===== src/rtl/decode_ctrl_stage.sv =====
// decode_ctrl_stage
//   Registered decode/control stage between IF and EX of the RV32 pipeline.
//   Decodes the opcode into a control word and holds it in a one-entry output
//   slot with a valid/ready handshake. Detects load-use hazards and inserts
//   LOAD_BUBBLES bubbles. Flush discards the held word and any stall, and the
//   stage keeps a saturating count of emitted bubbles.
//
//   Optional feature macro: CTRL_UIMM_EN (decode LUI, AUIPC, JALR; otherwise
//   those opcodes decode as illegal and PCSrcA stays 0).
//
// Ports
//   clk, rst             clock, synchronous active-high reset
//   in_valid / in_ready  instruction handshake from IF
//   instr                32-bit instruction word
//   flush                drop held word and any stall in progress
//   out_valid/out_ready  control word handshake toward EX
//   Branch..PCSrcA       control flags of the held word
//   ALUOp                00 add, 01 branch compare, 10 R-type, 11 I-type ALU
//   rd, rs1, rs2         register fields of the held word
//   bubble, illegal      held word is a bubble / had an undecoded opcode
//   bubble_cnt           saturating count of emitted bubbles
//
// state    | meaning
// ST_RUN   | normal decode, accepts instructions when the slot can advance
// ST_STALL | load-use stall, emits one bubble per slot advance until cnt hits 0

module decode_ctrl_stage #(
  parameter int LOAD_BUBBLES = 1,
  parameter int CNT_W        = 16
) (
  input  logic             clk,
  input  logic             rst,
  input  logic             in_valid,
  output logic             in_ready,
  input  logic [31:0]      instr,
  input  logic             flush,
  output logic             out_valid,
  input  logic             out_ready,
  output logic             Branch,
  output logic             Jump,
  output logic             MemRead,
  output logic             MemWrite,
  output logic             MemtoReg,
  output logic             RegWrite,
  output logic             ALUSrc,
  output logic             PCSrcA,
  output logic [1:0]       ALUOp,
  output logic [4:0]       rd,
  output logic [4:0]       rs1,
  output logic [4:0]       rs2,
  output logic             bubble,
  output logic             illegal,
  output logic [CNT_W-1:0] bubble_cnt
);

  localparam logic [0:0] ST_RUN   = 1'b0;
  localparam logic [0:0] ST_STALL = 1'b1;

  // flag vector order: {Branch, Jump, MemRead, MemWrite, MemtoReg, RegWrite, ALUSrc, PCSrcA}
  logic [7:0]       flags_q, flags_d;
  logic [1:0]       alu_op_q, alu_op_d;
  logic [4:0]       rd_q, rd_d, rs1_q, rs1_d, rs2_q, rs2_d;
  logic             out_valid_q, out_valid_d;
  logic             bubble_q, bubble_d;
  logic             illegal_q, illegal_d;
  logic [CNT_W-1:0] bubble_cnt_q, bubble_cnt_d;
  logic [0:0]       state_q, state_d;
  logic [2:0]       cnt_q, cnt_d;
  logic             pend_q, pend_d;
  logic [4:0]       ld_rd_q, ld_rd_d;

  logic [6:0] opcode;
  logic [4:0] in_rd, in_rs1, in_rs2;
  logic [7:0] dec_flags;
  logic [1:0] dec_alu_op;
  logic       dec_illegal, dec_use1, dec_use2, dec_is_lw;
  logic       advance, hazard, accept;
  logic       unused_instr_bits;

  assign opcode = instr[6:0];
  assign in_rd  = instr[11:7];
  assign in_rs1 = instr[19:15];
  assign in_rs2 = instr[24:20];
  assign unused_instr_bits = ^{instr[31:25], instr[14:12]};

  always_comb begin
    dec_flags   = 8'b0;
    dec_alu_op  = 2'b00;
    dec_illegal = 1'b0;
    dec_use1    = 1'b0;
    dec_use2    = 1'b0;
    dec_is_lw   = 1'b0;
    case (opcode)
      7'b0110011: begin dec_flags = 8'b0000_0100; dec_alu_op = 2'b10; dec_use1 = 1'b1; dec_use2 = 1'b1; end
      7'b0010011: begin dec_flags = 8'b0000_0110; dec_alu_op = 2'b11; dec_use1 = 1'b1; end
      7'b0000011: begin dec_flags = 8'b0010_1110; dec_use1 = 1'b1; dec_is_lw = 1'b1; end
      7'b0100011: begin dec_flags = 8'b0001_0010; dec_use1 = 1'b1; dec_use2 = 1'b1; end
      7'b1100011: begin dec_flags = 8'b1000_0000; dec_alu_op = 2'b01; dec_use1 = 1'b1; dec_use2 = 1'b1; end
      7'b1101111: begin dec_flags = 8'b0100_0100; end
`ifdef CTRL_UIMM_EN
      7'b0110111: begin dec_flags = 8'b0000_0110; end
      7'b0010111: begin dec_flags = 8'b0000_0111; end
      7'b1100111: begin dec_flags = 8'b0100_0110; dec_use1 = 1'b1; end
`endif
      default:    begin dec_illegal = 1'b1; end
    endcase
  end

  // Hazard is only meaningful when the slot could move this cycle; otherwise
  // the stage is blocked by EX anyway and the check is deferred.
  assign advance = !out_valid_q || out_ready;
  assign hazard  = (LOAD_BUBBLES > 0) && (state_q == ST_RUN) && in_valid && pend_q && advance &&
                   ((dec_use1 && (in_rs1 == ld_rd_q)) || (dec_use2 && (in_rs2 == ld_rd_q)));
  assign in_ready = (state_q == ST_RUN) && !flush && advance && !hazard;
  assign accept   = in_valid && in_ready;

  always_comb begin
    flags_d      = flags_q;
    alu_op_d     = alu_op_q;
    rd_d         = rd_q;
    rs1_d        = rs1_q;
    rs2_d        = rs2_q;
    out_valid_d  = out_valid_q;
    bubble_d     = bubble_q;
    illegal_d    = illegal_q;
    bubble_cnt_d = bubble_cnt_q;
    state_d      = state_q;
    cnt_d        = cnt_q;
    pend_d       = pend_q;
    ld_rd_d      = ld_rd_q;

    if (flush) begin
      out_valid_d = 1'b0;
      state_d     = ST_RUN;
      cnt_d       = 3'd0;
      pend_d      = 1'b0;
    end else if (state_q == ST_STALL) begin
      if (advance) begin
        out_valid_d = 1'b1;
        bubble_d    = 1'b1;
        illegal_d   = 1'b0;
        flags_d     = 8'b0;
        alu_op_d    = 2'b00;
        rd_d        = 5'd0;
        rs1_d       = 5'd0;
        rs2_d       = 5'd0;
        cnt_d       = cnt_q - 3'd1;
        if (bubble_cnt_q != {CNT_W{1'b1}}) bubble_cnt_d = bubble_cnt_q + 1'b1;
        if (cnt_q <= 3'd1) begin
          state_d = ST_RUN;
          cnt_d   = 3'd0;
          pend_d  = 1'b0;
        end
      end
    end else if (accept) begin
      out_valid_d = 1'b1;
      bubble_d    = 1'b0;
      illegal_d   = dec_illegal;
      flags_d     = dec_flags;
      alu_op_d    = dec_alu_op;
      rd_d        = in_rd;
      rs1_d       = in_rs1;
      rs2_d       = in_rs2;
      pend_d      = dec_is_lw && (in_rd != 5'd0);
      ld_rd_d     = in_rd;
    end else if (hazard) begin
      out_valid_d = 1'b0;
      state_d     = ST_STALL;
      cnt_d       = 3'(LOAD_BUBBLES);
    end else if (advance) begin
      out_valid_d = 1'b0;
    end
  end

  always_ff @(posedge clk) begin
    if (rst) begin
      flags_q      <= 8'b0;
      alu_op_q     <= 2'b00;
      rd_q         <= 5'd0;
      rs1_q        <= 5'd0;
      rs2_q        <= 5'd0;
      out_valid_q  <= 1'b0;
      bubble_q     <= 1'b0;
      illegal_q    <= 1'b0;
      bubble_cnt_q <= '0;
      state_q      <= ST_RUN;
      cnt_q        <= 3'd0;
      pend_q       <= 1'b0;
      ld_rd_q      <= 5'd0;
    end else begin
      flags_q      <= flags_d;
      alu_op_q     <= alu_op_d;
      rd_q         <= rd_d;
      rs1_q        <= rs1_d;
      rs2_q        <= rs2_d;
      out_valid_q  <= out_valid_d;
      bubble_q     <= bubble_d;
      illegal_q    <= illegal_d;
      bubble_cnt_q <= bubble_cnt_d;
      state_q      <= state_d;
      cnt_q        <= cnt_d;
      pend_q       <= pend_d;
      ld_rd_q      <= ld_rd_d;
    end
  end

  assign {Branch, Jump, MemRead, MemWrite, MemtoReg, RegWrite, ALUSrc, PCSrcA} = flags_q;
  assign ALUOp      = alu_op_q;
  assign rd         = rd_q;
  assign rs1        = rs1_q;
  assign rs2        = rs2_q;
  assign out_valid  = out_valid_q;
  assign bubble     = bubble_q;
  assign illegal    = illegal_q;
  assign bubble_cnt = bubble_cnt_q;

endmodule


===== config.mk =====
export PLATFORM = sky130hd
export DESIGN_NAME = decode_ctrl_stage
export DESIGN_NICKNAME = d
export VERILOG_FILES = /design/src/rtl/decode_ctrl_stage.sv
export SDC_FILE = /design/constraint.sdc
export NUM_CORES = 1
export LEC_CHECK = 0
export CORE_MARGIN = 4
export CORE_UTILIZATION = 36
export DETAILED_ROUTE_END_ITERATION = 10
export GPL_ROUTABILITY_DRIVEN = 0
export GPL_TIMING_DRIVEN = 0
export PLACE_DENSITY = 0.77
export SYNTH_ARGS = -nofsm -noshare
export SYNTH_HDL_FRONTEND = slang
export SYNTH_SLANG_ARGS = --single-unit

===== constraint.sdc =====
create_clock -name clk -period 2.8 [get_ports clk]
set_input_delay 0.56 -clock clk [delete_from_list [all_inputs] [get_ports clk]]
set_output_delay 0.56 -clock clk [all_outputs]
set_load 0.05 [all_outputs]

==> impl_results.md <==
* Area of the multi-input gates at 1310 um2
* Rows at 29
* Netlist cell types at 43
* Reg2Reg Depth at 8
* Post-Syn Nets at roughly 330
* Fill count at 612
* Nets at 407
* Register area share after synthesis at 42.7%
* Worst-Margin Slew at approximately 0.57 ns
* Placed instance area at ~3200 um2
* Placed wire-length estimate at about 5000 um
* Layout Cells excl Fill at about 450
* Setup crit end: in_ready
* # setup viols final at 0
* Flop-to-flop setup slack at 0.69 ns
* GR Overflow Total at 0
* Pwr/cell area at 429 nW/um2
* Iteration-0 DRC Markers at 124
* Post-route worst setup slack at 0.0653 ns
* Place WS at -0.764 ns
* Pin count of the biggest net entering global routing at 17
* # IOs at 82
* Max VDD drop at 0.188 mV
* Clk_lat worst skew at 0.31 ns
* Antenna diode count at 0
* Vias at 2308
* Core area at ~6500 um2
* Setup CP Type: in2out
* Slew HR at 61.9%
* CP startpoint: out_ready
* Clock transition at path regs at 0.10 ns
* CTS tree: built
* Max-cap violations at 0
* Period utilization at 97.7%
* Drt first pass iters at 4
* Final WL at 6550 um
* Main synth FF type: dfxtp_1
* Crit path launch type: input pin
* Cell count after synthesis at 288
* Clock buffer depth at 2
* Worst-path fanout max at 4
* Final hold vios at 0
* Status: complete, no violations
* RR Startpoint: ld_rd_q[3]$_SDFFE_PP0P_
* Worst hold path type: reg2reg
* H-Tree Depth at 2
* Core Util, Final at between 50% and 60%
* Dpl cells at ~440
* Chip width at 90.3 um
* Cell area after synthesis at 2440 um2
* Die H at between 90 and 100 um
* RSZ-0062 raised after global routing: false
* First-pass GRT wire length at 10900 um
* Hold_ws at 0.475 ns
* R2r endpoint: ld_rd_q[3]$_SDFFE_PP0P_
* Antenna violations before repair at 0
* Min Tclk post-route at 2.73 ns
* Area delta synth->final at 37.7%
* Die ar. at 8160 um2
* CP required at 2.24 ns
* Fin. max-slew vios at 0
* Via-per-instance ratio at 5.19
* Async SR Flop Fraction at 0%
* Num CTS Buffers at 5
* Leak pwr at 1.21 nW
* Wire per inst at around 15 um
* Routed Antenna Nets at 0
* Critical path data arrival time at 2.17 ns
* I/O Buffers at 70
* DR DRC count at 0
* FF/Latch Area at approximately 1000 um2
* Number of synthesis warnings at 0
* Cts hold-fix bufs at 0
* Fin area at approximately 3400 um2
* Fin Clk Skew at just over 0.01 ns
* EDFF count, synth at 0
* Setup TNS at 0 ns
* CP endpoint kind: output pin
* Initial core utilization at about 38%
* Number of global-route vias before repair at 2265
* Overall global routing resource usage at 16.1%
* Clock sink count at 52
* Root Driver: clkbuf_8
* Total power at roughly 1.4 mW
* Register bit total from synthesis at 52
* Syn avg cell area at 8.47 um2
* Max Fclk at 0.366 GHz
* Layout cell share with drive strength beyond 1 at 10.1%
==> metal layers <==
layer  GRT usage (%)  routed length (um)  vias up
li1                -                   -     1169
met1            19.8                2860     1057
met2            27.1                3210       70
met3            4.17                 346       12
met4            5.87                 138        0
met5               0                   0        -
==> layout by cell type, fill, tap and decap left out, types with 10 or more instances in the layout <==
cell and n:
dfxtp_1 52, nand3_1 26, nand2_1 27, nor2_1 29, nand4_1 10, o21ai_0 26, xor2_1 16, a21oi_1 15
clkdlybuf4s50_1 65
==> Yosys cell counts, types with 2 or more instances <==
master / count / area [um2]
xnor2_1: 5 / 43.8
or2_2: 3 / 18.8
nand3_1: 26 / 130
nor4_2: 2 / 25.0
or4_1: 3 / 22.5
buf_2: 6 / 30.0
nor3_1: 3 / 15.0
and3_1: 3 / 18.8
a21oi_1: 15 / 75.1
or3_1: 5 / 31.3
and2_1: 3 / 18.8
o21ai_0: 26 / 130
o41ai_1: 2 / 17.5
buf_4: 3 / 22.5
a31o_1: 2 / 17.5
nor2_1: 30 / 113
nor3b_1: 6 / 45.0
dfxtp_1: 52 / 1040
nand4_1: 10 / 62.6
ha_1: 3 / 37.5
a31o_2: 6 / 52.6
xor2_1: 16 / 140
nand2_1: 27 / 101
o31ai_1: 2 / 15.0
clkbuf_1: 6 / 22.5
inv_1: 6 / 22.5
==> what timing repair did <==
item                       CTS  global route
cloned                       0             0
pin swaps                    3             2
setup endpoints to repair    1             1
resized for setup            9             4
setup buffers                2             0
==> critical path, stage by stage <==
cell	delay, ns
clkdlybuf4s50_1	0.47
nand2b_4	0.16
and3_1	0.19
nand4_1	0.17
or2_4	0.29
and2_1	0.17
buf_6	0.15
==> worst min path at each step <==
stage | from | depth (start not counted) | end | slack, ns
after floorplan | pend_q$_SDFFE_PP0P_ | 2 | pend_q$_SDFFE_PP0P_ | 0.44
after global placement | flags_q[2]$_SDFFE_PP0P_ | 2 | flags_q[2]$_SDFFE_PP0P_ | 0.45
after detailed placement | illegal$_SDFFE_PP0P_ | 2 | illegal$_SDFFE_PP0P_ | 0.46
after CTS | rs1[3]$_SDFFE_PP0P_ | 2 | rs1[3]$_SDFFE_PP0P_ | 0.48
after global routing | illegal$_SDFFE_PP0P_ | 2 | illegal$_SDFFE_PP0P_ | 0.50
final | rs1[3]$_SDFFE_PP0P_ | 2 | rs1[3]$_SDFFE_PP0P_ | 0.47
==> cell families (layout without fill, tap and decap cells) <==
family	after synthesis	count (layout)	synth area share, %
adder cells (fa/ha/maj)	3	3	1.54
buffers and inverters	21	101	4.00
other	1	1	0.154
AO/OA/AOI/OAI	60	60	15.5
AND/OR/NAND/NOR	129	129	28.2
XOR/XNOR	21	21	7.54
flip-flops	52	52	42.7
multiplexers	1	1	0.410
==> registers in the layout (all words and copies together), names as in the netlist, 2 cells and up <==
signal,flops
flags_q,6
rs1,5
rs2,5
ld_rd_q,5
ALUOp,2
cnt_q,3
bubble_cnt,16
rd,5
==> area by class of cell <==
class                   count  share of cell area (%)
clock inverters             2                   0.410
flip-flops and latches     52                    31.0
clock buffers               6                    2.46
multi-input cells         215                    38.9
plain buffers              15                    2.23
well taps                  77                    2.87
inverters                   6                   0.670
repair buffers             72                    21.5
==> power breakdown <==
group	total, mW	switching [mW]	leakage [nW]	internal [mW]
combinational	0.216	0.128	0.742	0.0880
clock	0.459	0.256	0.0516	0.203
sequential	0.767	0.0116	0.422	0.756
total	1.44	0.397	1.21	1.05
Note: power is estimated with default switching activity, not from simulation.
